$ cat config.mk
export PLATFORM = sky130hd
export DESIGN_NAME = serial_subtractor
export DESIGN_NICKNAME = d
export VERILOG_FILES = /design/src/rtl/serial_subtractor.sv
export SDC_FILE = /design/constraint.sdc
export NUM_CORES = 1
export LEC_CHECK = 0
export ABC_AREA = 1
export CAP_MARGIN = 5
export CORE_UTILIZATION = 30
export CTS_CLUSTER_SIZE = 40
export DETAILED_ROUTE_END_ITERATION = 10
export MAX_ROUTING_LAYER = met4
export PLACE_DENSITY = 0.62
export SLEW_MARGIN = 30
export SYNTH_ARGS = -nofsm -noshare
export SYNTH_HDL_FRONTEND = slang
export SYNTH_SLANG_ARGS = --single-unit
$ cat constraint.sdc
create_clock -name clk -period 1.8 [get_ports clk]
set_input_delay 0.36 -clock clk [delete_from_list [all_inputs] [get_ports clk]]
set_output_delay 0.36 -clock clk [all_outputs]
set_load 0.005 [all_outputs]
$ cat src/rtl/serial_subtractor.sv
// Bit-serial subtractor: diff = a - b - bin over WIDTH bits, one bit per clock, LSB first.
// A single full-subtractor cell and a borrow flop; chains through bin/bout for multi-word use.
module serial_subtractor #(
    parameter int WIDTH = 8
) (
    input  logic             clk,
    input  logic             rst,
    input  logic             start,
    input  logic [WIDTH-1:0] a,
    input  logic [WIDTH-1:0] b,
    input  logic             bin,
    output logic [WIDTH-1:0] diff,
    output logic             bout,
    output logic             ovf,
    output logic             busy,
    output logic             done,
    output logic [1:0]       dbg_state
);

    localparam int CW = (WIDTH > 1) ? $clog2(WIDTH) : 1;

    typedef enum logic [1:0] {
        IDLE = 2'd0,
        RUN  = 2'd1,
        DONE = 2'd2
    } state_t;

    state_t r_state;
    state_t w_next_state;

    logic [WIDTH-1:0] r_a;
    logic [WIDTH-1:0] r_b;
    logic [WIDTH-1:0] r_res;
    logic             r_br;
    logic             r_a_msb;
    logic             r_b_msb;
    logic [CW-1:0]    r_cnt;

    logic             w_d;
    logic             w_br_next;
    logic             w_last;
    logic             w_ovf;
    logic [WIDTH-1:0] w_res_next;

    // Full-subtractor cell on the current LSBs and the running borrow.
    assign w_d        = r_a[0] ^ r_b[0] ^ r_br;
    assign w_br_next  = (~r_a[0] & r_b[0]) | (~(r_a[0] ^ r_b[0]) & r_br);
    assign w_res_next = (r_res >> 1) | (WIDTH'(w_d) << (WIDTH - 1));
    assign w_last     = (r_cnt == CW'(WIDTH - 1));
    assign w_ovf      = (r_a_msb != r_b_msb) && (w_res_next[WIDTH-1] != r_a_msb);

    assign busy      = (r_state == RUN);
    assign done      = (r_state == DONE);
    assign dbg_state = r_state;

    always_ff @(posedge clk or posedge rst) begin
        if (rst) begin
            r_state <= IDLE;
        end else begin
            r_state <= w_next_state;
        end
    end

    always_comb begin
        w_next_state = r_state;
        case (r_state)
            IDLE:    if (start) w_next_state = RUN;
            RUN:     if (w_last) w_next_state = DONE;
            DONE:    w_next_state = IDLE;
            default: w_next_state = IDLE;
        endcase
    end

    // The operand MSBs are kept separately because the shift registers lose them.
    always_ff @(posedge clk or posedge rst) begin
        if (rst) begin
            r_a     <= '0;
            r_b     <= '0;
            r_res   <= '0;
            r_br    <= 1'b0;
            r_a_msb <= 1'b0;
            r_b_msb <= 1'b0;
            r_cnt   <= '0;
            diff    <= '0;
            bout    <= 1'b0;
            ovf     <= 1'b0;
        end else begin
            case (r_state)
                IDLE: begin
                    if (start) begin
                        r_a     <= a;
                        r_b     <= b;
                        r_br    <= bin;
                        r_a_msb <= a[WIDTH-1];
                        r_b_msb <= b[WIDTH-1];
                        r_res   <= '0;
                        r_cnt   <= '0;
                    end
                end
                RUN: begin
                    r_a   <= r_a >> 1;
                    r_b   <= r_b >> 1;
                    r_res <= w_res_next;
                    r_br  <= w_br_next;
                    r_cnt <= r_cnt + CW'(1);
                    if (w_last) begin
                        diff <= w_res_next;
                        bout <= w_br_next;
                        ovf  <= w_ovf;
                    end
                end
                default: ;
            endcase
        end
    end

endmodule

==> run metrics, run 1 <==
outcome finished clean; die width 80.8 um; fmax just under 600 MHz; Gate Count Post-Synth between 200 and 250; Critical R2R Launch dbg_state[1]$_DFFE_PP0P_; FF+latch count, synth 41; Die ar. around 6500 um^2; Fin. Hold Viols 0; I/O Buffers 33; wire per inst approximately 12 um; Peak VDD IR around 0.41 mV; Vias/cell ~4.4; vias in the first global route around 1500; Synth top area share between 50% and 60%; Area Growth Syn to Fin 28.5%; GRT Overall Usage around 14%; Starting Density between 30% and 40%; DRT iter0 DRCs 140; RD Place Congestion ~0.77; clk buf depth 2; sequential share of power approximately two fifths; # DRC 0; combinational share of power 42.9%; Distinct cells, synth 17; clk_lat worst skew between 0.2 and 0.3 ns; ant diodes 0; CP top delay family buffers and inverters; final WL slightly below 4 mm; register area share after synthesis between 50% and 60%; CORE AREA between 5000 and 6000 um^2; final worst-path cycle share around 96%; Crit Path Category reg2out; Slew Limit Headroom between 80 and 90%; io pins 34; Critical Path Fanout Max 4; Finished Cell Area approximately 2400 um^2; critical path launch point type flip-flop; Register Area just over 1000 um^2; largest net degree at the start of global routing 42; CP Capture Type output pin; share of post-route cells with drive strength above 1 approximately a tenth; Worst Path Required ~1.4 ns; post-synth top area cell dfrtp_1; post-synthesis net count approximately 250; CTS tree built; Core Rows 28; top cells by area, synth dfrtp_1 55%, nand2_1 21%, nand3_1 4.8%; Clock power frac between 15 and 20%; # setup viols final 0; worst slew pin tran 0.285 ns; dpl cells 330; Syn. warnings 0; PwrDens around 1600 nW/um^2; buffers and inverters on the worst path 1; CTS buffer count 5; CTS clk-pin slew, worst paths about 0.070 ns; H-tree levels 2; HPWL Detailed 2.73 mm; fillers 609; switching pwr roughly 1.4 mW; CP Data Arrival Time about 1.4 ns; internal power between 2 and 2.5 mW; post-layout min period between 1.5 and 2 ns; CTS sink cnt ~40; Slew Viols, Final 0; switching share of total power between 30 and 40%; Lkg Pwr 1.21 nW; Mean Syn Cell Area between 8 and 9 um^2; CP startpoint dbg_state[0]$_DFFE_PP0P_; via count ~1500; DR pass1 iterations 4; area of the multi-input gates 697 um^2; Die Ht 80.8 um; post-route insts no fill 340; total congestion overflow 0; number of max-cap violations 0; Fin Clk Skew roughly 0.0076 ns; antenna viol nets, final 0; slowest library cell on the worst path clkdlybuf4s50_1; Critical Path Max Stage Delay between 0.5 and 0.6 ns; fin nets roughly 290; initial antenna violation count 0; first-pass GRT wire length 6.82 mm; Area after DPL between 2000 and 2500 um^2; CTS root buffer clkbuf_8; Cell Chain, Critical Path nor2_2, clkdlybuf4s50_1; Cell Area, Synth around 1900 um^2; hold crit path type in2async
-- Yosys cell counts, drive strengths merged --
cell,count
buf,9
dfrtp,41
fa,1
ha,2
inv,19
nand2,108
nand3,18
nor2,4
o21ai,22
-- stage by stage --
stage / setup TNS (ns) / setup WS (ns) / power (mW) / utilization [%] / hold slack (ns)
2_1_floorplan: 0 / 0.494 / 2.59 / - / 0.442
3_3_place_gp: 0 / 0.271 / 3.13 / 38.3 / 0.462
3_5_place_dp: 0 / 0.227 / 3.17 / 38.3 / 0.466
4_1_cts: 0 / 0.00765 / 3.80 / 40.0 / 0.440
5_1_grt: -0.00223 / -0.00223 / 4.13 / 40.2 / 0.478
6_report: 0 / 0.0658 / 3.76 / 40.2 / 0.427
-- sequential cells by signal, indices dropped and copies added (netlist names) --
| name | cells |
|---|---|
| bout | 1 |
| dbg_state | 2 |
| diff | 8 |
| ovf | 1 |
| r_a | 8 |
| r_a_msb | 1 |
| r_b | 8 |
| r_b_msb | 1 |
| r_br | 1 |
| r_cnt | 3 |
| r_res | 7 |
-- cell type report --
type	instances	area share [%]
Multi-Input combinational cell	155	29.1
Tap cell	75	3.92
Timing Repair Buffer	43	17.4
Sequential cell	41	43.0
Clock buffer	7	3.61
Inverter	19	2.98
-- final timing paths --
kind / cells after the start / end / slack (ns)
min reg2reg: 2 / diff[0]$_DFFE_PP0P_ / 0.48
max: 2 / done / 0.07
min: 3 / diff[4]$_DFFE_PP0P_ / 0.43
max reg2reg: 6 / diff[0]$_DFFE_PP0P_ / 0.36
max in group asynchronous: 3 / dbg_state[0]$_DFFE_PP0P_ / 1.15
min in group clk: 2 / diff[0]$_DFFE_PP0P_ / 0.48
-- repair_timing --
| item | CTS | global route |
|---|---|---|
| setup buffers | 2 | 1 |
| hold buffers | 0 | 0 |
| resized for setup | 3 | 1 |
| pin swaps | 1 | 0 |
| setup endpoints to repair | 2 | 1 |
-- cell usage in the layout (no fill, tap or decap), drive strengths merged --
cell,n
nand2,108
dfrtp,41
clkdlybuf4s50,32
o21ai,22
inv,19
nand3,18
buf,10
clkbuf,7
nor2,4
ha,2
fa,1
dlygate4sd2,1
-- logic make-up (layout without fill, tap and decap cells) --
logic type      after synthesis  count (layout)  synth area share [%]
simple gates                130             130                  28.3
flops                        41              41                  55.1
buf+inv                      28              69                  7.66
compound gates               22              22                  6.51
fa+ha+maj                     3               3                  2.42
-- power by group through the flow --
stage / Clock (mW) / Combinational (mW) / Sequential (mW)
after floorplan: 0 / 1.06 / 1.53
after global placement: 0 / 1.56 / 1.57
after detailed placement: 0 / 1.59 / 1.58
after CTS: 0.614 / 1.63 / 1.56
after global routing: 0.660 / 1.87 / 1.60
final: 0.595 / 1.61 / 1.56
-- per-layer routing --
metal / global-route usage (%) / wire [um]
met5: - / 0
met4: 5.89 / 72
met3: 3.48 / 166
met2: 20.1 / 1800
met1: 19.5 / 1940
-- worst register-to-register path, cell delays in order (launching register included) --
cell and delay [ns]:
dfrtp_2 0.43, inv_2 0.07, buf_4 0.22, nand2_2 0.23, nor2_1 0.27, nand2_1 0.09
nand2_1 0.06
No activity file was read; power rests on OpenSTA's default activity.
==> run 2, diff against run 1 <==
GPL_TIMING_DRIVEN = 0   (was unset)
==> run metrics, run 2 (synthesized netlist as in run 1, its figures left out) <==
Vias/cell 4.44 (+1.5%); Cell Chain, Critical Path buf_4, buf_4, clkdlybuf4s50_1; final WL 4.07 mm (+2.3%); largest net degree at the start of global routing 23 (-45%); global-route met3 utilization 3.60% (+0.11 points); CTS root buffer clkbuf_8; fmax 575 MHz (-0.21%); clk_lat worst skew 0.29 ns (about the same); hold crit path type in2async; CTS tree built; slowest library cell on the worst path clkdlybuf4s50_1; Worst Path Required 1.44 ns (about the same); Area Growth Syn to Fin 31.4%; CP Data Arrival Time 1.38 ns (about the same); worst slew pin tran 0.464 ns (+0.179 ns); PwrDens 1600 nW/um^2 (+1.9%); buffers and inverters on the worst path 3 (+2); io pins 34 (unchanged); I/O Buffers 33 (unchanged); Lkg Pwr 1.25 nW (+3.0%); # DRC 0 (unchanged); post-layout min period 1.74 ns (+0.00367 ns); Fin Clk Skew 0.00531 ns (-0.00224 ns); fin nets 292 (+1.4%); CTS buffer count 5 (unchanged); # setup viols final 0 (unchanged); Most Crowded Layer GR met2; H-tree levels 2 (unchanged); Die ar. 6530 um^2 (unchanged); fillers 622 (+2.1%); met1 usage in global routing 20.2% (+0.69 points); area of the multi-input gates 697 um^2 (unchanged); final worst-path cycle share 96.5% (+0.20 points); Finished Cell Area 2450 um^2 (+2.3%); HPWL Detailed 2.81 mm (+3.0%); CP Capture Type output pin; Die Ht 80.8 um (unchanged); wire per inst 11.8 um (+0.80%); Pwr Total 3.93 mW (+4.3%); DRT iter0 DRCs 87 (-38%); total congestion overflow 0 (unchanged); Core Rows 28 (unchanged); CP top delay family buffers and inverters; vias in the first global route 1495 (+2.9%); most frequent cells in the layout 106 x nand2_1, 40 x dfrtp_1, 31 x clkdlybuf4s50_1, 18 x nand3_1, 15 x inv_1; Crit Path Category reg2out; commonest non-fill, non-tap cell in the layout nand2_1; RSZ-0062 raised after global routing false; via count 1533 (+3.0%); die width 80.8 um (unchanged); Starting Density 31.3% (unchanged); first-pass GRT wire length 7.10 mm (+4.0%); CP startpoint dbg_state[0]$_DFFE_PP0P_; Peak VDD IR 0.490 mV (+19%); CTS clk-pin slew, worst paths 0.08 ns (about the same); CTS sink cnt 41 (unchanged); Fin. Hold Viols 0 (unchanged); DR pass1 iterations 4 (unchanged); Slew Limit Headroom 69.0% (-12 points); antenna viol nets, final 0 (unchanged); Critical R2R Launch dbg_state[0]$_DFFE_PP0P_; share of post-route cells with drive strength above 1 12.2% (+2.4 points); Area after DPL 2310 um^2 (+1.5%); biggest registers after layout diff (8), r_a (8), r_b (8); hold-fix buffers at CTS 0 (unchanged); CP most frequent cell buf_4; number of max-cap violations 0 (unchanged); clk buf depth 2 (unchanged); critical path launch point type flip-flop; Critical Path Max Stage Delay 0.43 ns (-0.08 ns); met2 usage 21.2% (+1.1 points); Register Area 1030 um^2 (-0.12%); GRT Overall Usage 14.9% (+0.65 points); CORE AREA 5960 um^2 (unchanged); initial antenna violation count 0 (unchanged); RD Place Congestion 0.758 (-1.1%); Slew Viols, Final 0 (unchanged); outcome finished clean; Critical Path Fanout Max 2 (-2); Final Util 41.1% (+0.92 points); ant diodes 0 (unchanged)
==> run 2: changes by cell type in the layout (fill, tap and decap cells not counted), sizes merged <==
cell           change
buf                +4
clkbuf             +1
clkdlybuf4s50      -1
clkinv             +1
==> run 2: report_power, final <==
group | internal (mW) | leakage [nW] | switching [mW]
logic | 0.803 | 0.674 | 0.914
registers | 1.33 | 0.518 | 0.225
clock network | 0.346 | 0.0542 | 0.311
==> run 2: final timing paths <==
| path | endpoint | slack (ns) | cells past startpoint |
|---|---|---|---|
| setup reg to reg | r_a[6]$_DFFE_PP0P_ | 0.29 | 7 |
| max in group asynchronous | r_b[1]$_DFFE_PP0P_ | 0.94 | 3 |
| hold reg to reg | r_b[2]$_DFFE_PP0P_ | 0.48 | 2 |
| hold / removal | diff[5]$_DFFE_PP0P_ | 0.40 | 2 |
| setup / recovery | dbg_state[0] | 0.06 | 3 |
| min in group clk | r_b[2]$_DFFE_PP0P_ | 0.48 | 2 |
==> run 2: cell type report <==
class                      instances  share of cell area [%]
inverter                          19                    2.91
buffer                             8                    2.81
timing repair buffer              39                    15.9
tap                               75                    3.83
clock inverter                     1                   0.204
clock buffer                       7                    3.93
sequential                        41                    42.0
multi-input combinational        155                    28.5
==> run 2: layer usage <==
metal | share of wire (%) | wire length, um
met5 | 0 | 0
met4 | 2.3 | 92
met3 | 4.7 | 192
met2 | 45 | 1820
met1 | 48 | 1970
==> run 2: timing repair <==
action	4_1_cts	5_1_grt
buffers inserted	4	1
resized for setup	5	2
pin swaps	1	0
setup endpoints to repair	2	1
==> run 2: per-stage QoR <==
stage / hold WS [ns] / setup TNS, ns / instances / setup slack (ns)
global route: 0.445 / 0 / 345 / 0.0224
CTS: 0.411 / 0 / 344 / 0.0110
detailed placement: 0.466 / 0 / 333 / 0.0490
floorplan: 0.442 / 0 / 224 / 0.494
finish: 0.398 / 0 / 345 / 0.0622
global placement: 0.463 / -17.01 / 332 / -0.416
